**config.mk**
```make
export PLATFORM = sky130hd
export DESIGN_NAME = dmem_arbiter
export DESIGN_NICKNAME = d
export VERILOG_FILES = /design/src/rtl/dmem_arb_pkg.sv /design/src/rtl/dmem_starve_ctr.sv /design/src/rtl/dmem_arbiter.sv
export SDC_FILE = /design/constraint.sdc
export NUM_CORES = 1
export LEC_CHECK = 0
export ABC_AREA = 1
export BUFFER_PORTS_ARGS = -buffer_cell sky130_fd_sc_hd__buf_2
export CAP_MARGIN = 40
export CORE_AREA = 2 2 99 101
export DETAILED_ROUTE_END_ITERATION = 10
export DIE_AREA = 0 0 101 103
export PLACE_DENSITY = 0.82
export SLEW_MARGIN = 20
export SYNTH_ARGS = -nofsm -noshare
export SYNTH_HDL_FRONTEND = slang
export SYNTH_HIERARCHICAL = 1
export SYNTH_SLANG_ARGS = --single-unit
```
**constraint.sdc**
```tcl
create_clock -name i_clk -period 2.8 [get_ports i_clk]
set_clock_uncertainty 0.1 [all_clocks]
set_input_delay 0.28 -clock i_clk [delete_from_list [all_inputs] [get_ports i_clk]]
set_output_delay 0.28 -clock i_clk [all_outputs]
set_load 0.01 [all_outputs]
```
**src/rtl/dmem_arb_pkg.sv**
```systemverilog
// Shared types and constants for the data-memory arbiter (core vs. DMA burst port).
package dmem_arb_pkg;

  typedef enum logic [1:0] {
    IDLE = 2'd0,
    RUN  = 2'd1,
    DONE = 2'd2
  } dmem_arb_state_e;

  localparam int         ADR_W_DEF = 12;
  localparam int         DATA_W    = 32;
  localparam logic [3:0] WE_FULL   = 4'b1111;

endpackage

```
**src/rtl/dmem_starve_ctr.sv**
```systemverilog
// Saturating count of consecutive cycles the DMA lost arbitration; o_limit flags
// that the next DMA beat must be forced.
module dmem_starve_ctr #(
  parameter int MAX = 8
) (
  input  logic i_clk,
  input  logic i_reset,
  input  logic i_inc,
  input  logic i_clr,
  output logic o_limit
);

  logic [7:0] r_cnt;

  // Clear wins over increment; the count never wraps.
  always_ff @(posedge i_clk) begin
    if (!i_reset) begin
      r_cnt <= 8'd0;
    end else if (i_clr) begin
      r_cnt <= 8'd0;
    end else if (i_inc && (r_cnt != 8'hFF)) begin
      r_cnt <= r_cnt + 8'd1;
    end
  end

  assign o_limit = (r_cnt >= 8'(MAX));

endmodule

```
**src/rtl/dmem_arbiter.sv**
```systemverilog
// Arbitrates the single-ported data memory between the MEM stage and a DMA burst port.
// Define DMEM_ARB_STARVE_EN to add the starvation counter that forces DMA beats.
module dmem_arbiter
  import dmem_arb_pkg::*;
#(
  parameter int STARVE_MAX = 8,
  parameter int ADR_W      = ADR_W_DEF
) (
  input  logic              i_clk,
  input  logic              i_reset,
  input  logic              i_core_ld,
  input  logic              i_core_str,
  input  logic [ADR_W-1:0]  i_core_adr,
  input  logic [DATA_W-1:0] i_core_wdata,
  input  logic [3:0]        i_core_we,
  output logic [DATA_W-1:0] o_core_rdata,
  output logic              o_core_stall,
  input  logic              i_dma_req,
  input  logic              i_dma_wr,
  input  logic [ADR_W-1:0]  i_dma_adr,
  input  logic [7:0]        i_dma_len,
  output logic              o_dma_ack,
  output logic              o_dma_beat,
  input  logic [DATA_W-1:0] i_dma_wdata,
  output logic [DATA_W-1:0] o_dma_rdata,
  output logic              o_dma_rvalid,
  output logic              o_dma_done,
  output logic [ADR_W-1:0]  o_mem_adr,
  output logic [DATA_W-1:0] o_mem_din,
  output logic [3:0]        o_mem_we,
  output logic              o_mem_ld,
  output logic              o_mem_str,
  input  logic [DATA_W-1:0] i_mem_dout
);

  localparam logic [1:0] S_IDLE = IDLE;
  localparam logic [1:0] S_RUN  = RUN;
  localparam logic [1:0] S_DONE = DONE;

  logic [1:0]        r_state;
  logic [ADR_W-1:0]  r_adr;
  logic [7:0]        r_cnt;
  logic              r_wr;
  logic              r_ack;
  logic              r_done;
  logic              r_rvalid;
  logic [DATA_W-1:0] r_rdata;

  logic w_core_act;
  logic w_run;
  logic w_dma_grant;
  logic w_core_grant;
  logic w_stall;

  assign w_core_act = i_core_ld | i_core_str;
  // The acknowledge cycle is not arbitrated, so the first beat lands one cycle after dma_ack.
  assign w_run      = (r_state == S_RUN) && !r_ack;

`ifdef DMEM_ARB_STARVE_EN
  logic w_limit;

  dmem_starve_ctr #(
    .MAX(STARVE_MAX)
  ) u_starve_ctr (
    .i_clk   (i_clk),
    .i_reset (i_reset),
    .i_inc   (w_run & w_core_act & ~w_limit),
    .i_clr   (w_dma_grant | ~w_run),
    .o_limit (w_limit)
  );

  assign w_dma_grant = w_run && (!w_core_act || w_limit);
  assign w_stall     = w_dma_grant && w_core_act;
`else
  logic w_unused_starve;

  assign w_unused_starve = (STARVE_MAX != 0);
  assign w_dma_grant     = w_run && !w_core_act;
  assign w_stall         = 1'b0;
`endif

  assign w_core_grant = w_core_act && !w_dma_grant;

  assign o_core_rdata = i_reset ? i_mem_dout : {DATA_W{1'b0}};
  assign o_core_stall = i_reset & w_stall;
  assign o_dma_beat   = i_reset & w_dma_grant;
  assign o_dma_ack    = r_ack;
  assign o_dma_done   = r_done;
  assign o_dma_rvalid = r_rvalid;
  assign o_dma_rdata  = r_rdata;

  // Memory port mux: DMA beat, core passthrough, or all-zero when nobody is granted.
  always_comb begin
    o_mem_adr = {ADR_W{1'b0}};
    o_mem_din = {DATA_W{1'b0}};
    o_mem_we  = 4'b0000;
    o_mem_ld  = 1'b0;
    o_mem_str = 1'b0;
    if (i_reset && w_dma_grant) begin
      o_mem_adr = r_adr;
      if (r_wr) begin
        o_mem_din = i_dma_wdata;
        o_mem_we  = WE_FULL;
        o_mem_str = 1'b1;
      end else begin
        o_mem_ld  = 1'b1;
      end
    end else if (i_reset && w_core_grant) begin
      o_mem_adr = i_core_adr;
      o_mem_din = i_core_wdata;
      o_mem_we  = i_core_we;
      o_mem_ld  = i_core_ld;
      o_mem_str = i_core_str;
    end else begin
      o_mem_adr = {ADR_W{1'b0}};
      o_mem_din = {DATA_W{1'b0}};
      o_mem_we  = 4'b0000;
      o_mem_ld  = 1'b0;
      o_mem_str = 1'b0;
    end
  end

  // Burst FSM, latched burst descriptor and registered DMA-side outputs.
  always_ff @(posedge i_clk) begin
    if (!i_reset) begin
      r_state  <= S_IDLE;
      r_adr    <= {ADR_W{1'b0}};
      r_cnt    <= 8'd0;
      r_wr     <= 1'b0;
      r_ack    <= 1'b0;
      r_done   <= 1'b0;
      r_rvalid <= 1'b0;
      r_rdata  <= {DATA_W{1'b0}};
    end else begin
      r_ack    <= 1'b0;
      r_done   <= 1'b0;
      r_rvalid <= w_dma_grant && !r_wr;
      if (w_dma_grant && !r_wr) begin
        r_rdata <= i_mem_dout;
      end
      case (r_state)
        S_IDLE: begin
          if (i_dma_req) begin
            r_ack   <= 1'b1;
            r_adr   <= i_dma_adr;
            r_cnt   <= i_dma_len;
            r_wr    <= i_dma_wr;
            r_state <= S_RUN;
          end
        end
        S_RUN: begin
          if (w_dma_grant) begin
            r_adr <= r_adr + {{(ADR_W-1){1'b0}}, 1'b1};
            if (r_cnt == 8'd0) begin
              r_done  <= 1'b1;
              r_state <= S_DONE;
            end else begin
              r_cnt <= r_cnt - 8'd1;
            end
          end
        end
        S_DONE: begin
          r_state <= S_IDLE;
        end
        default: begin
          r_state <= S_IDLE;
        end
      endcase
    end
  end

endmodule

```
-- Yosys cells after proc, flatten, opt, wreduce, memory -nomap -nowiden
Cells that the tools add are included.
- output and inout port bits: 119
- word-level logic and storage cells: 64
- flip-flop bits (word level): 58
- muxes and demuxes: 28
- equality and inequality tests: 5
- $add $sub $neg: 2
- reduce and logical (&&, ||, !) cells: 19
- bitwise logic cells: 2
- operator list (kind ; count):
    32-bit 2-to-1 mux ; 4
    12-bit 2-to-1 mux ; 4
    8-bit 2-to-1 mux ; 3
    12-bit case mux with 2 select lines ; 1
    8-bit case mux with 2 select lines ; 1
    12-bit by 1-bit adder with 12-bit output, second input constant ; 1
    4-bit 2-to-1 mux ; 3
    3-bit AND reduction ; 3
    8-bit zero test ; 1
    1-bit 2-to-1 mux ; 8
    8-bit by 1-bit subtractor with 8-bit output, second input constant ; 1
    1-bit logical AND ; 6
    2-bit 2-to-1 mux ; 3
    2-bit != test, second input constant ; 3
    1-bit zero test ; 4
    2-bit case mux with 2 select lines ; 1
    2-bit AND reduction ; 2
    4-bit AND reduction ; 1
    2-bit by 1-bit equality test with 1-bit output, second input constant ; 1
    2-bit zero test ; 1
    2-bit by 1-bit != test with 1-bit output, second input constant ; 1
    2-bit nonzero test ; 1
    1-bit bitwise AND ; 1
    1-bit OR ; 1

-- Longest topological paths before layout
- depth in word-level cells: 8
- depth in mapped cells: 10

-- Worst setup path after synthesis
Ideal clock, no wire load.
- path kind: reg-to-output
- start: register r_state[0]
- end: output port o_mem_ld
- stages on the path, launching flop included: 8
- required time: 2.420 ns
- setup slack: 1.099 ns
- arrival time: 1.321 ns
- cells stage by stage: dfxtp_1 buf_4 nand2_4 nor2_2 nand2_2 nor2_2 clkinv_1 o21ai_0
- longest elaborated chain between the ends: 8
- elaborated cells between the ends (all ways): 9
- those cells by class: eq/ne: 1; mux: 2; reduce/logical: 6
- RTL lines (what ; RTL line ; source):
    start: declaration ; dmem_arbiter.sv:40 ; logic [1:0] r_state;
    start signal: assignment ; dmem_arbiter.sv:126 ; r_state <= S_IDLE;
    start signal: assignment ; dmem_arbiter.sv:148 ; r_state <= S_RUN;
    start signal: assignment ; dmem_arbiter.sv:156 ; r_state <= S_DONE;
    2-bit by 1-bit equality test with 1-bit output * ; dmem_arbiter.sv:57 ; assign w_run = (r_state == S_RUN) && !r_ack;
    1-bit logical AND * ; dmem_arbiter.sv:57 ;
    1-bit logical AND * ; dmem_arbiter.sv:78 ; assign w_dma_grant = w_run && !w_core_act;
    1-bit zero test ; dmem_arbiter.sv:82 ; assign w_core_grant = w_core_act && !w_dma_grant;
    1-bit logical AND ; dmem_arbiter.sv:82 ;
    1-bit logical AND ; dmem_arbiter.sv:108 ; end else if (i_reset && w_core_grant) begin
    1-bit 2-to-1 mux ; dmem_arbiter.sv:108 ;
    1-bit 2-to-1 mux * ; dmem_arbiter.sv:99 ; if (i_reset && w_dma_grant) begin
    end: declaration ; dmem_arbiter.sv:31 ; output logic o_mem_ld,
Mark *: on every way between the ends. The rest lies on a longest branch, timed or not.

-- Final worst setup path
- start: register r_state[0]
- end: output port o_mem_din[31]
- longest elaborated chain between the ends: 8
- elaborated cells between the ends (all ways): 9
- those cells by class: eq/ne: 1; mux: 2; reduce/logical: 6
- RTL lines (what ; RTL line ; source):
    2-bit by 1-bit equality test with 1-bit output * ; dmem_arbiter.sv:57 ;
    1-bit logical AND * ; dmem_arbiter.sv:57 ;
    1-bit logical AND * ; dmem_arbiter.sv:78 ;
    1-bit zero test ; dmem_arbiter.sv:82 ;
    1-bit logical AND ; dmem_arbiter.sv:82 ;
    1-bit logical AND ; dmem_arbiter.sv:108 ;
    32-bit 2-to-1 mux ; dmem_arbiter.sv:108 ;
    32-bit 2-to-1 mux * ; dmem_arbiter.sv:99 ;
    end: declaration ; dmem_arbiter.sv:29 ; output logic [DATA_W-1:0] o_mem_din,
Marked as above.

==> results.yml <==
floorplanning:
  rows: 36
  die_w_um: 101
  die_area_um2: 10400
  core_um2: 9459
  die_h_um: 103
  floorplan.initialDensity_pct: 38.61
  ios: 257
timing:
  setup_ws_ps: 375.3
  period_minus_slack_ps: 2425
  hold_violations: 0
  setup-tns-final_ps: 0
  rsz0062_at_grt: "no"
  tightestPinTransition_ps: 637.1
  fin_crit_sh_pct: 86.59
  setup_viol: 0
  slew_headroom_pct: 57.48
  hold_slack_ps: 111.7
  report.final.slew_viol_count: 0
  fmax_mhz: 412.4
grt:
  overflow: 0
  antenna_found_initial: 0
  grt_pass1_vias: 4043
  grt_start_max_net_pins: 63
  grt_util_all_layers_pct: 22.39
  grt_pass1_wl_mm: 18.69
critical_path:
  cp_common_cell: "nor2_2"
  start_kind: "register"
  crit_fanout: 40
  max_stage_delay_ps: 450
  crit_path_end_kind: "primary output"
  path_class: "register to primary output"
  arrival_ps: 2040
  cpMaxStageDelayCell: "dfxtp_2"
  path_buf_inv: 2
  cp_top_family: "simple AND/OR/NAND/NOR gates"
  path_cells: "nand2_4 > nor2_2 > nand2_2 > nor2_2 > buf_6 > nand3_1 > o21ai_0 > buf_2"
  critPathRequiredTime_ps: 2420
pwr:
  max-vdd-ir-drop_mv: 0.3040
  powerDensity_nw_per_um2: 446.1
  power.leakage_nw: 2.964
synth:
  synth-warning-count: 6
  synth.ff_latch_count: 58
  syn_avg_cell_area_um2: 5.987
  yosys.area.top_type_share_pct: 31.79
  yosysTopAreaCell: "dfxtp_1"
  yosys.cell_types.count: 26
  syn-num-nets: 751
  ys_top_cells_by_area: "dfxtp_1, inv_1, o21ai_0"
  netlist_area_um2: 3652
  seq_area_frac_synth_pct: 31.79
  syn_inst: 610
worst_hold_path:
  hold_class: "input port to register"
clock_network:
  cts_tree: "built"
  cts_hold_buffers: 0
  clock-root-buffer: "clkbuf_8"
  clk_latency_ps: 330
  clockBufferDepth: 2
  cts.sinks: 58
  path_clk_slew_ps: 70
  h-tree-depth: 3
  cts-buffers-inserted: 9
cells_and_area:
  nFillCells: 968
  fin_cells: 965
  mostFrequentLayoutCells: "buf_2, inv_1, nand2_1"
  drive_gt1_share_pct: 33.84
  num_antenna_cells: 0
  area_growth_pct: 40.39
  design_area_um2: 5127
  nNetsFinal: 987
  layout_commonest_cell: "buf_2"
status:
  status: "finished clean"
detailed_routing:
  vias_per_cell: 4.719
  vias: 4554
  drt_wl_total_mm: 11.86
  antenna_left: 0
  wl_per_cell_um: 12.29
  drt_iter0_drc: 138
  first_pass_iters: 4
  drc: 0
place:
  hpwl_mm: 9.118
  dp.cells: 949
  portBuffers: 255
  place_congestion: 0.9200
  dp_slack_ps: 526.1
  placedInstanceArea_um2: 4930
run:
  cap_viol_max_count: 0
-- report_power, final --
part / internal (W) / leakage, nW / total [W] / switching [W]
sequential: 0.000881 / 0.474 / 0.000926 / 0.0000455
clock: 0.000409 / 0.0954 / 0.000768 / 0.000360
combinational: 0.000240 / 2.39 / 0.000593 / 0.000352
total: 0.00153 / 2.96 / 0.00229 / 0.000757
-- flip-flops by register name (all words and copies together) (netlist names) --
register      flops
o_dma_rvalid      1
o_dma_ack         1
o_dma_done        1
r_wr              1
r_cnt             8
o_dma_rdata      32
r_adr            12
r_state           2
-- final timing paths --
| kind | from | to | slack [ps] | cells after the start |
|---|---|---|---|---|
| min reg2reg | o_dma_rdata[8] | o_dma_rdata[8] | 340 | 2 |
| max | r_state[0] | o_mem_din[31] | 380 | 8 |
| max reg2reg | r_state[0] | r_cnt[5] | 730 | 9 |
| min | i_dma_adr[4] | r_adr[4] | 110 | 3 |
-- Yosys cell counts --
cell      number
o21ai_0       76
clkinv_1       2
buf_6          7
nand3_1       48
a21oi_1       52
a31oi_1        4
ha_1           3
dfxtp_1       58
buf_4          2
nand2_2        2
or2_1          1
clkbuf_1      17
nand2_4        1
or2_2          2
o22ai_1        7
nand4_1        2
buf_1          2
nand3b_1       1
nand2_1      101
buf_2          9
o21ai_1       29
conb_1         1
nor2_2         2
nor3_1         3
inv_1        139
nor2_1        39
-- logic make-up after synthesis --
family	synth area share, %
AOI/OAI and AO/OA	23.40
other	0.1027
adders and majority gates	1.028
and+or+nand+nor	23.43
buffers and inverters	20.25
DFF	31.79
-- metal layers --
| layer | vias to the layer above | part of all wire [%] | track usage [%] |
|---|---|---|---|
| li1 | 2372 | - | - |
| met2 | 176 | 47 | 36.31 |
| met1 | 1988 | 45 | 29.00 |
| met5 | - | 0 | 0 |
| met4 | 0 | 1.3 | 7.796 |
| met3 | 18 | 7.3 | 5.831 |
-- final cells by class --
class                      count  area, um2  share of cell area [%]
clock inverter                 7      68.82                   1.342
clock buffer                   9      123.9                   2.416
sequential                    58       1162                   22.67
inverter                     141      529.3                   10.32
multi-input combinational    374       1755                   34.24
timing repair buffer         262       1345                   26.23
tap                          114      142.6                   2.782
-- worst reg2reg max path, cell delays in order, from the launching register on --
cell     delay, ps
dfxtp_2        450
nand2_4        180
nor2_2         130
nand2_2         90
nand2_2        230
nand2_1        300
inv_1          270
nand2_1         80
nor2_1          90
nor2_1          50
-- repair_timing --
item	4_1_cts	5_1_grt
resized for setup	0	2
endpoints found under the setup margin	0	39
buffers inserted	0	0
endpoints found under the hold margin	0	0
-- through the flow --
stage	total power, W	utilization (%)
detailed placement	0.001532	52.12
global placement	0.001521	51.90
CTS	0.002309	54.15
floorplan	0.001290	-
global route	0.002439	54.21
finish	0.002287	54.21
Power figures use the tool's default switching activity.
